File: src/rtl/pc_gen_fetch.sv
// PC generation and instruction fetch request stage with redirect and fault trapping.
// Optional compressed-instruction support is enabled by defining RVC_EN.
module pc_gen_fetch #(
  parameter logic [31:0] RESET_VECTOR   = 32'h0000_0000,
  parameter logic [31:0] TRAP_VECTOR    = 32'h0000_0100,
  parameter int unsigned TIMEOUT_CYCLES = 16
) (
  input  logic        clk,
  input  logic        rst_n,
  input  logic        stall_i,
  input  logic        imem_ready_i,
  output logic        imem_req_o,
  output logic [31:0] imem_addr_o,
  input  logic        redirect_i,
  input  logic [31:0] redirect_target_i,
  input  logic        fault_clear_i,
`ifdef RVC_EN
  input  logic        is_compressed_i,
`endif
  output logic [31:0] pc_out,
  output logic        fire_o,
  output logic        kill_o,
  output logic        misalign_o,
  output logic        timeout_o,
  output logic [31:0] fault_pc_o
);

  typedef enum logic [1:0] {
    BOOT  = 2'd0,
    FETCH = 2'd1,
    FAULT = 2'd2
  } state_e;

  localparam logic [7:0] WaitLast = 8'(TIMEOUT_CYCLES - 1);

  state_e      state_q, state_d;
  logic [31:0] pc_q, pc_d;
  logic        kill_q, kill_d;
  logic        mis_q, mis_d;
  logic        to_q, to_d;
  logic [31:0] fpc_q, fpc_d;
  logic [7:0]  wait_q, wait_d;

  logic        req;
  logic        fire;
  logic        bad_tgt;
  logic [31:0] inc;

  assign req  = (state_q == FETCH) && !stall_i;
  assign fire = req && imem_ready_i && !redirect_i;

`ifdef RVC_EN
  assign bad_tgt = redirect_target_i[0];
  assign inc     = is_compressed_i ? 32'd2 : 32'd4;
`else
  assign bad_tgt = |redirect_target_i[1:0];
  assign inc     = 32'd4;
`endif

  always_comb begin
    state_d = state_q;
    pc_d    = pc_q;
    kill_d  = 1'b0;
    mis_d   = mis_q;
    to_d    = to_q;
    fpc_d   = fpc_q;
    wait_d  = wait_q;
    unique case (state_q)
      FAULT: begin
        // Redirects are ignored here; only the clear leaves FAULT
        if (fault_clear_i) begin
          pc_d    = TRAP_VECTOR;
          mis_d   = 1'b0;
          to_d    = 1'b0;
          wait_d  = 8'd0;
          state_d = FETCH;
        end
      end
      BOOT, FETCH: begin
        if (redirect_i) begin
          kill_d = 1'b1;
          wait_d = 8'd0;
          if (bad_tgt) begin
            mis_d   = 1'b1;
            fpc_d   = redirect_target_i;
            state_d = FAULT;
          end else begin
            pc_d    = redirect_target_i;
            state_d = FETCH;
          end
        end else if (state_q == BOOT) begin
          state_d = FETCH;
        end else if (fire) begin
          pc_d   = pc_q + inc;
          wait_d = 8'd0;
        end else if (stall_i) begin
          wait_d = 8'd0;
        end else if (wait_q == WaitLast) begin
          to_d    = 1'b1;
          fpc_d   = pc_q;
          wait_d  = 8'd0;
          state_d = FAULT;
        end else begin
          wait_d = wait_q + 8'd1;
        end
      end
      default: ;
    endcase
  end

  always_ff @(posedge clk or negedge rst_n) begin
    if (!rst_n) begin
      state_q <= BOOT;
      pc_q    <= RESET_VECTOR;
      kill_q  <= 1'b0;
      mis_q   <= 1'b0;
      to_q    <= 1'b0;
      fpc_q   <= 32'd0;
      wait_q  <= 8'd0;
    end else begin
      state_q <= state_d;
      pc_q    <= pc_d;
      kill_q  <= kill_d;
      mis_q   <= mis_d;
      to_q    <= to_d;
      fpc_q   <= fpc_d;
      wait_q  <= wait_d;
    end
  end

  assign imem_req_o  = req;
  assign imem_addr_o = pc_q;
  assign pc_out      = pc_q;
  assign fire_o      = fire;
  assign kill_o      = kill_q;
  assign misalign_o  = mis_q;
  assign timeout_o   = to_q;
  assign fault_pc_o  = fpc_q;

endmodule

File: config.mk
export PLATFORM = sky130hd
export DESIGN_NAME = pc_gen_fetch
export DESIGN_NICKNAME = d
export VERILOG_FILES = /design/src/rtl/pc_gen_fetch.sv
export SDC_FILE = /design/constraint.sdc
export NUM_CORES = 1
export LEC_CHECK = 0
export ABC_AREA = 1
export BUFFER_PORTS_ARGS = -buffer_cell sky130_fd_sc_hd__buf_2
export CAP_MARGIN = 30
export CORE_MARGIN = 2
export CORE_UTILIZATION = 40
export CTS_CLUSTER_SIZE = 20
export DETAILED_ROUTE_END_ITERATION = 10
export PLACE_DENSITY = 0.67
export SLEW_MARGIN = 20
export SYNTH_ARGS = -nofsm -noshare
export SYNTH_HDL_FRONTEND = slang
export SYNTH_SLANG_ARGS = --single-unit
File: constraint.sdc
create_clock -name clk -period 4.8 [get_ports clk]
set_clock_uncertainty 0.2 [all_clocks]
set_input_delay 0.96 -clock clk [delete_from_list [all_inputs] [get_ports clk]]
set_output_delay 0.96 -clock clk [all_outputs]
set_load 0.03 [all_outputs]
==> impl_metrics.env <==
export IMPL_clkLatencyLatePin_ps=350
export IMPL_synth_area_um2=4950
export IMPL_cp_endpoint="imem_addr_o[8]$_DFFE_PN0P_"
export IMPL_first_pass_iters=8
export IMPL_cp_cell_sequence="buf_2, nor2_1, nand2_2, nand3_2, inv_2, o21ai_0, o21ai_1"
export IMPL_regToRegEndpoint="imem_addr_o[8]$_DFFE_PN0P_"
export IMPL_powerDensity_nw_per_um2=666
export IMPL_relSlewSlack_pct=54.5
export IMPL_fmax_mhz=334
export IMPL_cap_violations=0
export IMPL_worstRegToRegCells=6
export IMPL_clk_pin_slew_worst_paths_ps=60
export IMPL_antenna_found_initial=0
export IMPL_setup_slack_ps=1800
export IMPL_seq_area_frac_synth_pct=38.9
export IMPL_synth_cells=685
export IMPL_utilization_pct=48.2
export IMPL_postCtsSetupBuffers=0
export IMPL_gr_usage_all_layers_pct=21.0
export IMPL_setup_worst_path_start="redirect_i"
export IMPL_dieArea_um2=13300
export IMPL_synthTopCellsByArea="dfrtp_1 (39%), nand2_1 (18%), nand3_1 (5.9%), nor2_1 (5.4%), buf_4 (5.0%)"
export IMPL_cts_buffers=9
export IMPL_die_y_um=115
export IMPL_worstSetupPathType="input pin to flip-flop"
export IMPL_grt_pass1_wl_mm=21.6
export IMPL_setup_viol=0
export IMPL_vias=4679
export IMPL_holdCritPathClass="flip-flop to flip-flop"
export IMPL_cts_resized=0
export IMPL_crit_slowest_cell="buf_2"
export IMPL_std_cell_rows=40
export IMPL_cts_root_buf="clkbuf_16"
export IMPL_finalSetupTns_ps=0
export IMPL_hold_violations=0
export IMPL_final_max_slew_viol_count=0
export IMPL_syn_nets=725
export IMPL_whs_ps=278
export IMPL_min_period_ps=3000
export IMPL_die_w_um=115
export IMPL_gp_congestion=0.838
export IMPL_async_reset_ff_share_pct=100
export IMPL_nets=821
export IMPL_numClockSinks=77
export IMPL_worst_ep_arrival_time_ps=3070
export IMPL_dp_final_hpwl_mm=9.79
export IMPL_worst_pin_slew_ps=682
export IMPL_initial_core_util_pct=41.1
export IMPL_finalWirelength_mm=13.7
export IMPL_drc_errors=0
export IMPL_io_pins=139
export IMPL_synth_top_cell_area_share_pct=38.9
export IMPL_pre_cts_slack_ps=1460
export IMPL_cp_depth=7
export IMPL_viasPerCell=4.90
export IMPL_cts_hold_buf=0
export IMPL_cpLargestDelayFamily="buffers and inverters"
export IMPL_worstPathRequired_ps=4870
export IMPL_p_leak_nw=3.01
export IMPL_ys_seq_elements=77
export IMPL_htreeDepth=3
export IMPL_dp_cells=938
export IMPL_worst_path_max_fanout=32
export IMPL_postRouteAntennaNets=0
export IMPL_io_buffers=138
export IMPL_netlist_cell_type_count=38
export IMPL_ir_drop_mv=0.267
export IMPL_drive_above_1_share_pct=25.7
export IMPL_worst_r2r_setup_slack_ps=2190
export IMPL_syn2layout_area_growth_pct=17.4
export IMPL_clock_path_buffers=2
export IMPL_critPathMaxStageDelay_ps=520
export IMPL_core_region_area_um2=12100
export IMPL_regToRegStartpoint="state_q[1]$_DFFE_PN0P_"
export IMPL_yosys_warnings=0
export IMPL_grt_setup_unrepaired="false"
export IMPL_critical_path_buf_inv_count=2
export IMPL_critPathLaunchType="input pin"
export IMPL_routedWlPerCell_um=14.4
export IMPL_end_kind="flip-flop"
export IMPL_grt_max_degree=59
export IMPL_drt_iter0_drc=336
export IMPL_synthFlopType="dfrtp_1"
export IMPL_fin_crit_sh_pct=62.4
export IMPL_num_fill_cells=1279
export IMPL_fin_cells=954
export IMPL_run_status="complete, no violations"
export IMPL_cts_tree="done"
export IMPL_avgSynthCellArea_um2=7.23
export IMPL_num_antenna_cells=0
export IMPL_grt_pass1_vias=4214
export IMPL_synth_enable_flop_cells=0
export IMPL_overflow=0
export IMPL_yosysTopAreaCell="dfrtp_1"
logic make-up (layout without fill, tap and decap cells):
kind of cell / after synthesis / count (layout) / synth area share, %
fa+ha+maj: 2 / 2 / 0.505
flops: 77 / 77 / 38.9
buf+inv: 107 / 208 / 12.3
compound gates: 84 / 84 / 10.4
simple gates: 411 / 411 / 37.2
xor+xnor: 4 / 4 / 0.708
synth_stat cells (9+ instances only):
cell type / n
nand2_1: 234
dfrtp_1: 77
nor2_1: 71
nand3_1: 58
inv_1: 47
buf_4: 33
o21ai_0: 26
a21oi_1: 16
o21ai_1: 15
o21ai_2: 13
buf_2: 9
nand2_2: 9
where the power goes:
part	total, mW	internal (mW)	switching (mW)
registers	1.21	0.898	0.308
logic	1.90	0.520	1.38
clock network	0.764	0.483	0.281
total	3.87	1.90	1.97
state kept, by name, indices dropped and copies added (netlist names):
register and count:
wait_q 8, kill_o 1, imem_addr_o 32, misalign_o 1
state_q 2, fault_pc_o 32, timeout_o 1
cell type report:
cell class | count | area [µm²] | share of cell area [%]
multi-input cells | 501 | 2420 | 41.6
clock inverters | 4 | 70.1 | 1.21
inverters | 51 | 199 | 3.42
well taps | 168 | 210 | 3.62
repair buffers | 141 | 736 | 12.7
clock buffers | 12 | 256 | 4.41
flip-flops and latches | 77 | 1930 | 33.1
metrics by stage:
stage               area [µm²]  total power [mW]
finish                    5810              3.87
global route              5810              4.12
CTS                       5810              3.89
detailed placement        5490              3.12
global placement          5460              3.11
floorplan                 4950              2.71
layout by cell type (no fill, tap or decap), drive strengths merged:
| master | n |
|---|---|
| bufinv | 2 |
| nor3b | 1 |
| nand4 | 8 |
| xnor2 | 1 |
| clkbuf | 12 |
| inv | 51 |
| o21a | 8 |
| o21ai | 55 |
| dfrtp | 77 |
| nor3 | 8 |
| clkinv | 2 |
| a21oi | 16 |
| o31ai | 1 |
| nor2 | 80 |
| xor2 | 3 |
| o211ai | 3 |
| ha | 2 |
| nand3b | 3 |
| nand3 | 64 |
| nand2 | 246 |
| and3 | 1 |
| a22oi | 1 |
| buf | 141 |
worst register-to-register path: stages (launching register included):
cell	delay, ps
dfrtp_1	730
nand3_1	250
nand2_1	200
nand3_2	490
inv_2	440
o21ai_0	140
o21ai_1	90
metal layers:
| layer | track usage, % | up-vias | share of wire (%) |
|---|---|---|---|
| li1 | - | 2349 | - |
| met4 | 7.87 | 0 | 1.5 |
| met2 | 32.7 | 175 | 44 |
| met5 | 0 | - | 0 |
| met3 | 2.95 | 15 | 6.4 |
| met1 | 29.9 | 2140 | 48 |
worst min-delay path by stage:
| stage | startpoint | to | slack (ps) | cells after the start |
|---|---|---|---|---|
| after floorplan | wait_q[1]$_DFFE_PN0P_ | wait_q[1]$_DFFE_PN0P_ | 280 | 2 |
| after global placement | fault_pc_o[4]$_DFFE_PN0P_ | fault_pc_o[4]$_DFFE_PN0P_ | 260 | 2 |
| after detailed placement | fault_pc_o[3]$_DFFE_PN0P_ | fault_pc_o[3]$_DFFE_PN0P_ | 260 | 2 |
| after CTS | fault_pc_o[3]$_DFFE_PN0P_ | fault_pc_o[3]$_DFFE_PN0P_ | 280 | 2 |
| after global routing | fault_pc_o[26]$_DFFE_PN0P_ | fault_pc_o[26]$_DFFE_PN0P_ | 300 | 2 |
| final | fault_pc_o[27]$_DFFE_PN0P_ | fault_pc_o[27]$_DFFE_PN0P_ | 280 | 2 |
Power figures use the tool's default switching activity.
